[src/rtl/pipe_pkg.sv]
// pipe_pkg: shared depth limits, collapse-mode constants and stage popcount
package pipe_pkg;
   localparam int MAX_DEPTH = 8;
   localparam int OCC_W = 4;
   localparam bit COLLAPSE_OFF = 1'b0;
   localparam bit COLLAPSE_ON = 1'b1;
   function automatic logic [OCC_W-1:0] pop_count(input logic [MAX_DEPTH-1:0] v);
      logic [OCC_W-1:0] n;
      n = '0;
      for (int i = 0; i < MAX_DEPTH; i++) n = n + OCC_W'(v[i]);
      return n;
   endfunction
endpackage

[src/rtl/pipe_cell.sv]
// pipe_cell: one pipeline stage, valid+data register with load enable and valid clear
module pipe_cell #(
   parameter int WIDTH = 18
) (
   input  logic             clk,
   input  logic             rst,
   input  logic             load,
   input  logic             clr,
   input  logic             v_in,
   input  logic [WIDTH-1:0] d_in,
   output logic             v_out,
   output logic [WIDTH-1:0] d_out
);
   logic             v_d, v_q;
   logic [WIDTH-1:0] data_d, data_q;
   always_comb begin
      v_d    = clr ? 1'b0 : load ? v_in : v_q;
      data_d = (load & v_in & ~clr) ? d_in : data_q;
   end
   always_ff @(posedge clk) begin
      if (rst) begin
         v_q    <= 1'b0;
         data_q <= '0;
      end else begin
         v_q    <= v_d;
         data_q <= data_d;
      end
   end
   assign v_out = v_q;
   assign d_out = data_q;
endmodule

[src/rtl/pipe_reg_chain.sv]
// pipe_reg_chain: valid/ready register chain with optional bubble collapsing
module pipe_reg_chain
   import pipe_pkg::*;
#(
   parameter int WIDTH    = 18,
   parameter int DEPTH    = 2,
   parameter bit COLLAPSE = COLLAPSE_ON
) (
   input  logic             clk,
   input  logic             rst,
   input  logic             clk_en,
   input  logic             flush,
   input  logic             in_valid,
   output logic             in_ready,
   input  logic [WIDTH-1:0] d,
   output logic             out_valid,
   input  logic             out_ready,
   output logic [WIDTH-1:0] q,
   output logic [OCC_W-1:0] occupancy
);
   if (DEPTH == 0) begin : g_bypass
      logic unused_ok;
      assign unused_ok = ^{clk, rst, clk_en};
      assign q         = d;
      assign out_valid = in_valid;
      assign in_ready  = out_ready & ~flush;
      assign occupancy = '0;
   end else begin : g_chain
      logic [DEPTH:0]   v;
      logic [WIDTH-1:0] data [0:DEPTH];
      logic [DEPTH:1]   adv;
      logic             go, nxt;
      assign v[0]    = in_valid;
      assign data[0] = d;
      // Walk from the output end so each stage sees whether the one ahead moves
      always_comb begin
         go  = clk_en & ~flush;
         nxt = out_ready;
         adv = '0;
         for (int k = DEPTH; k >= 1; k--) begin
            adv[k] = COLLAPSE ? go & (~v[k] | nxt) : go & (out_ready | ~v[DEPTH]);
            nxt    = adv[k];
         end
      end
      for (genvar k = 1; k <= DEPTH; k++) begin : g_stage
         pipe_cell #(.WIDTH(WIDTH)) u_cell (
            .clk   (clk),
            .rst   (rst),
            .load  (adv[k]),
            .clr   (flush),
            .v_in  (v[k-1]),
            .d_in  (data[k-1]),
            .v_out (v[k]),
            .d_out (data[k])
         );
      end
      assign q         = data[DEPTH];
      assign out_valid = v[DEPTH];
      assign in_ready  = adv[1];
      assign occupancy = pop_count(MAX_DEPTH'(v[DEPTH:1]));
   end
endmodule

[config.mk]
export PLATFORM = sky130hd
export DESIGN_NAME = pipe_reg_chain
export DESIGN_NICKNAME = d
export VERILOG_FILES = /design/src/rtl/pipe_pkg.sv /design/src/rtl/pipe_cell.sv /design/src/rtl/pipe_reg_chain.sv
export SDC_FILE = /design/constraint.sdc
export NUM_CORES = 1
export LEC_CHECK = 0
export CAP_MARGIN = 20
export CORE_UTILIZATION = 35
export CTS_BUF_LIST = sky130_fd_sc_hd__clkbuf_16
export DETAILED_ROUTE_END_ITERATION = 8
export SETUP_SLACK_MARGIN = 0.15
export SLEW_MARGIN = 10
export SYNTH_ARGS = -nofsm -noshare
export SYNTH_HDL_FRONTEND = slang
export SYNTH_SLANG_ARGS = --single-unit
[constraint.sdc]
create_clock -name clk -period 1.45 [get_ports clk]
set_input_delay 0.29 -clock clk [delete_from_list [all_inputs] [get_ports clk]]
set_output_delay 0.29 -clock clk [all_outputs]
set_load 0.005 [all_outputs]
==> impl_metrics.yaml <==
status:
  status: "finished, final reports clean"
pwr:
  cellPowerDensity_nw_per_um2: 985
  p_total_mw: 2.54
  peakVddDrop_mv: 0.540
  p_leak_nw: 1.13
grt:
  grt_antenna_before_repair: 0
  grt_max_degree: 30
  busiest_layer: "met2"
  overflow: 0
  met1_usage_pct: 17.4
  use_met2_pct: 27.1
  globalRouteTotalUtil_pct: 15.3
  grt_pass1_vias: 1274
  use_met3_pct: 4.94
  grt_pass1_wl_um: 6130
detailed_routing:
  wl_per_cell_um: 13.2
  vias: 1259
  ant_nets: 0
  drc: 0
  drtPass1Iterations: 4
  drt-initial-drc-count: 44
  wl_um: 3790
  avgViaCountPerCell: 4.39
hold_path:
  worst_hold_path_type: "in2reg"
sta:
  final.setup.worst_slack_ns: 0.0295
  rsz0062_at_grt: "true"
  fin_tns_setup_ns: 0
  hold_violations: 0
  hold_slack_ns: 0.424
  final-setup-viol-count: 0
  final_max_slew_viol_count: 0
  min_period_over_period_pct: 98.0
  clock.fmax_mhz: 704
  finClkSkew_ns: 0.00544
  min_period_ns: 1.42
critical_path:
  r2r_start: "g_chain.g_stage[2].u_cell.v_out"
  regToRegSetupSlack_ns: 0.03
  cp.arrival_ns: 1.62
  rr_endpoint: "g_chain.g_stage[1].u_cell.d_out[7]"
  crit_required_ns: 1.65
  cp-end-kind: "register"
  start_kind: "register"
  critPathLaunch: "g_chain.g_stage[2].u_cell.v_out"
  path_max_fanout: 5
  worstSetupEndpoint: "g_chain.g_stage[1].u_cell.d_out[7]"
  path_class: "reg2reg"
  reg2regPathDepth: 7
floorplanning:
  start_util_pct: 37.3
  coreArea_um2: 4850
  rows: 25
  die_w_um: 73.9
  num_io_pins: 48
  die_h_um: 73.9
  die_area_um2: 5460
place:
  placement.io_buffers: 45
  dp_hpwl_um: 2510
  placed_cells: 270
  place.gp.congestion: 0.755
  dp_slack_ns: -0.488
  dpl-instance-area_um2: 2250
clocking:
  cts_tree: "yes"
  clock_path_buffers: 2
  cts_max_level: 2
  cts.sinks: 38
  ctsHoldBuffers: 0
  clk_pin_slew_worst_paths_ns: 0.06
  clk_latency_ns: 0.28
  cts_root_buf: "clkbuf_16"
  numCtsBuffers: 5
cells_and_area:
  final_common_cell: "nand2b_1"
  layout.nets: 244
  drive_above_1_share_pct: 21.4
  final_cell_mix: "54 x nand2b_1, 36 x mux2i_1, 31 x dfxtp_1"
  fin_util_pct: 53.1
  stdcell_area_um2: 2580
  area_delta_synth_final_pct: 42.4
  antenna_cells: 0
  finalNonFillerCells: 287
synthesis:
  yosysWarningCount: 0
  ys_seq_area_share_pct: 42.0
  synthesis.area_um2: 1810
  synth-seq-cells: 38
  syn_inst: 175
  syn_area_per_cell_um2: 10.3
  synth_cell_type_count: 23
run:
  maxCapViolCount: 0
cells in the mapped netlist (all sizes together):
cell / n / share of area (%)
nand2b: 55 / 19
dfxtp: 38 / 42
mux2i: 36 / 20
buf: 24 / 11
clkbuf: 6 / 1.2
nand2: 2 / 0.42
a211oi: 1 / 0.42
a21boi: 1 / 0.42
a21oi: 1 / 0.48
a22oi: 1 / 0.42
and2b: 1 / 0.55
and3: 1 / 0.35
conb: 1 / 0.21
ha: 1 / 0.69
inv: 1 / 0.21
nand3: 1 / 0.97
nand3b: 1 / 0.42
nor2b: 1 / 0.76
nor3: 1 / 0.28
o21ai: 1 / 0.28
state kept, by name, indices dropped and copies added, names as in the netlist:
name and cells:
g_chain.g_stage.u_cell.d_out 36, g_chain.g_stage.u_cell.v_out 2
worst max-delay path, cell delays in order, from the launching register on:
cell     delay, ns
dfxtp_2       0.32
buf_6         0.11
nor2b_4       0.12
buf_6         0.12
a21oi_4       0.21
buf_6         0.14
buf_12        0.11
mux2i_1       0.21
worst min path at each step:
stage	endpoint	from	slack (ns)	cells past startpoint
after global routing	g_chain.g_stage[1].u_cell.v_out	flush	0.43	3
after global placement	g_chain.g_stage[2].u_cell.d_out[16]	g_chain.g_stage[2].u_cell.d_out[16]	0.46	2
after CTS	g_chain.g_stage[1].u_cell.v_out	flush	0.42	3
after detailed placement	g_chain.g_stage[2].u_cell.d_out[1]	g_chain.g_stage[2].u_cell.d_out[1]	0.47	2
final	g_chain.g_stage[1].u_cell.v_out	flush	0.42	3
after floorplan	g_chain.g_stage[1].u_cell.v_out	flush	0.37	1
power by group:
group          total, mW  switching (mW)  internal, mW  leakage (nW)
sequential          1.07         0.00599          1.06         0.311
clock               1.24           0.426         0.810        0.0760
combinational      0.232          0.0814         0.150         0.747
total               2.54           0.514          2.02          1.13
layer usage:
| layer | vias up | wire length [µm] | share of wire, % |
|---|---|---|---|
| met2 | 37 | 1930 | 51 |
| met4 | 0 | 13 | 0.34 |
| met1 | 587 | 1650 | 44 |
| met3 | 2 | 194 | 5.1 |
| li1 | 633 | - | - |
| met5 | - | 0 | 0 |
timing repair:
| item | 4_1_cts | 5_1_grt |
|---|---|---|
| resized for setup | 52 | 7 |
| buffers inserted | 6 | 0 |
| gates cloned | 2 | 1 |
| setup endpoints to repair | 58 | 21 |
| pin swaps | 2 | 1 |
| hold endpoints to repair | 0 | 0 |
cell type report:
cell class | count | area, µm²
clock buffers | 5 | 125
clock inverters | 3 | 45.0
fillers | 430 | 2270
inverters | 1 | 3.75
multi-input cells | 107 | 861
flip-flops and latches | 38 | 769
well taps | 67 | 83.8
repair buffers | 66 | 688
logic make-up after synthesis:
family                   after synthesis  share of synthesized area [%]
AO/OA/AOI/OAI                          5                           2.01
adder cells (fa/ha/maj)                1                          0.691
buffers and inverters                 31                           12.4
flip-flops                            38                           42.0
multiplexers                          36                           19.9
other                                  1                          0.207
AND/OR/NAND/NOR                       63                           22.8
Note: power is estimated with default switching activity, not from simulation.
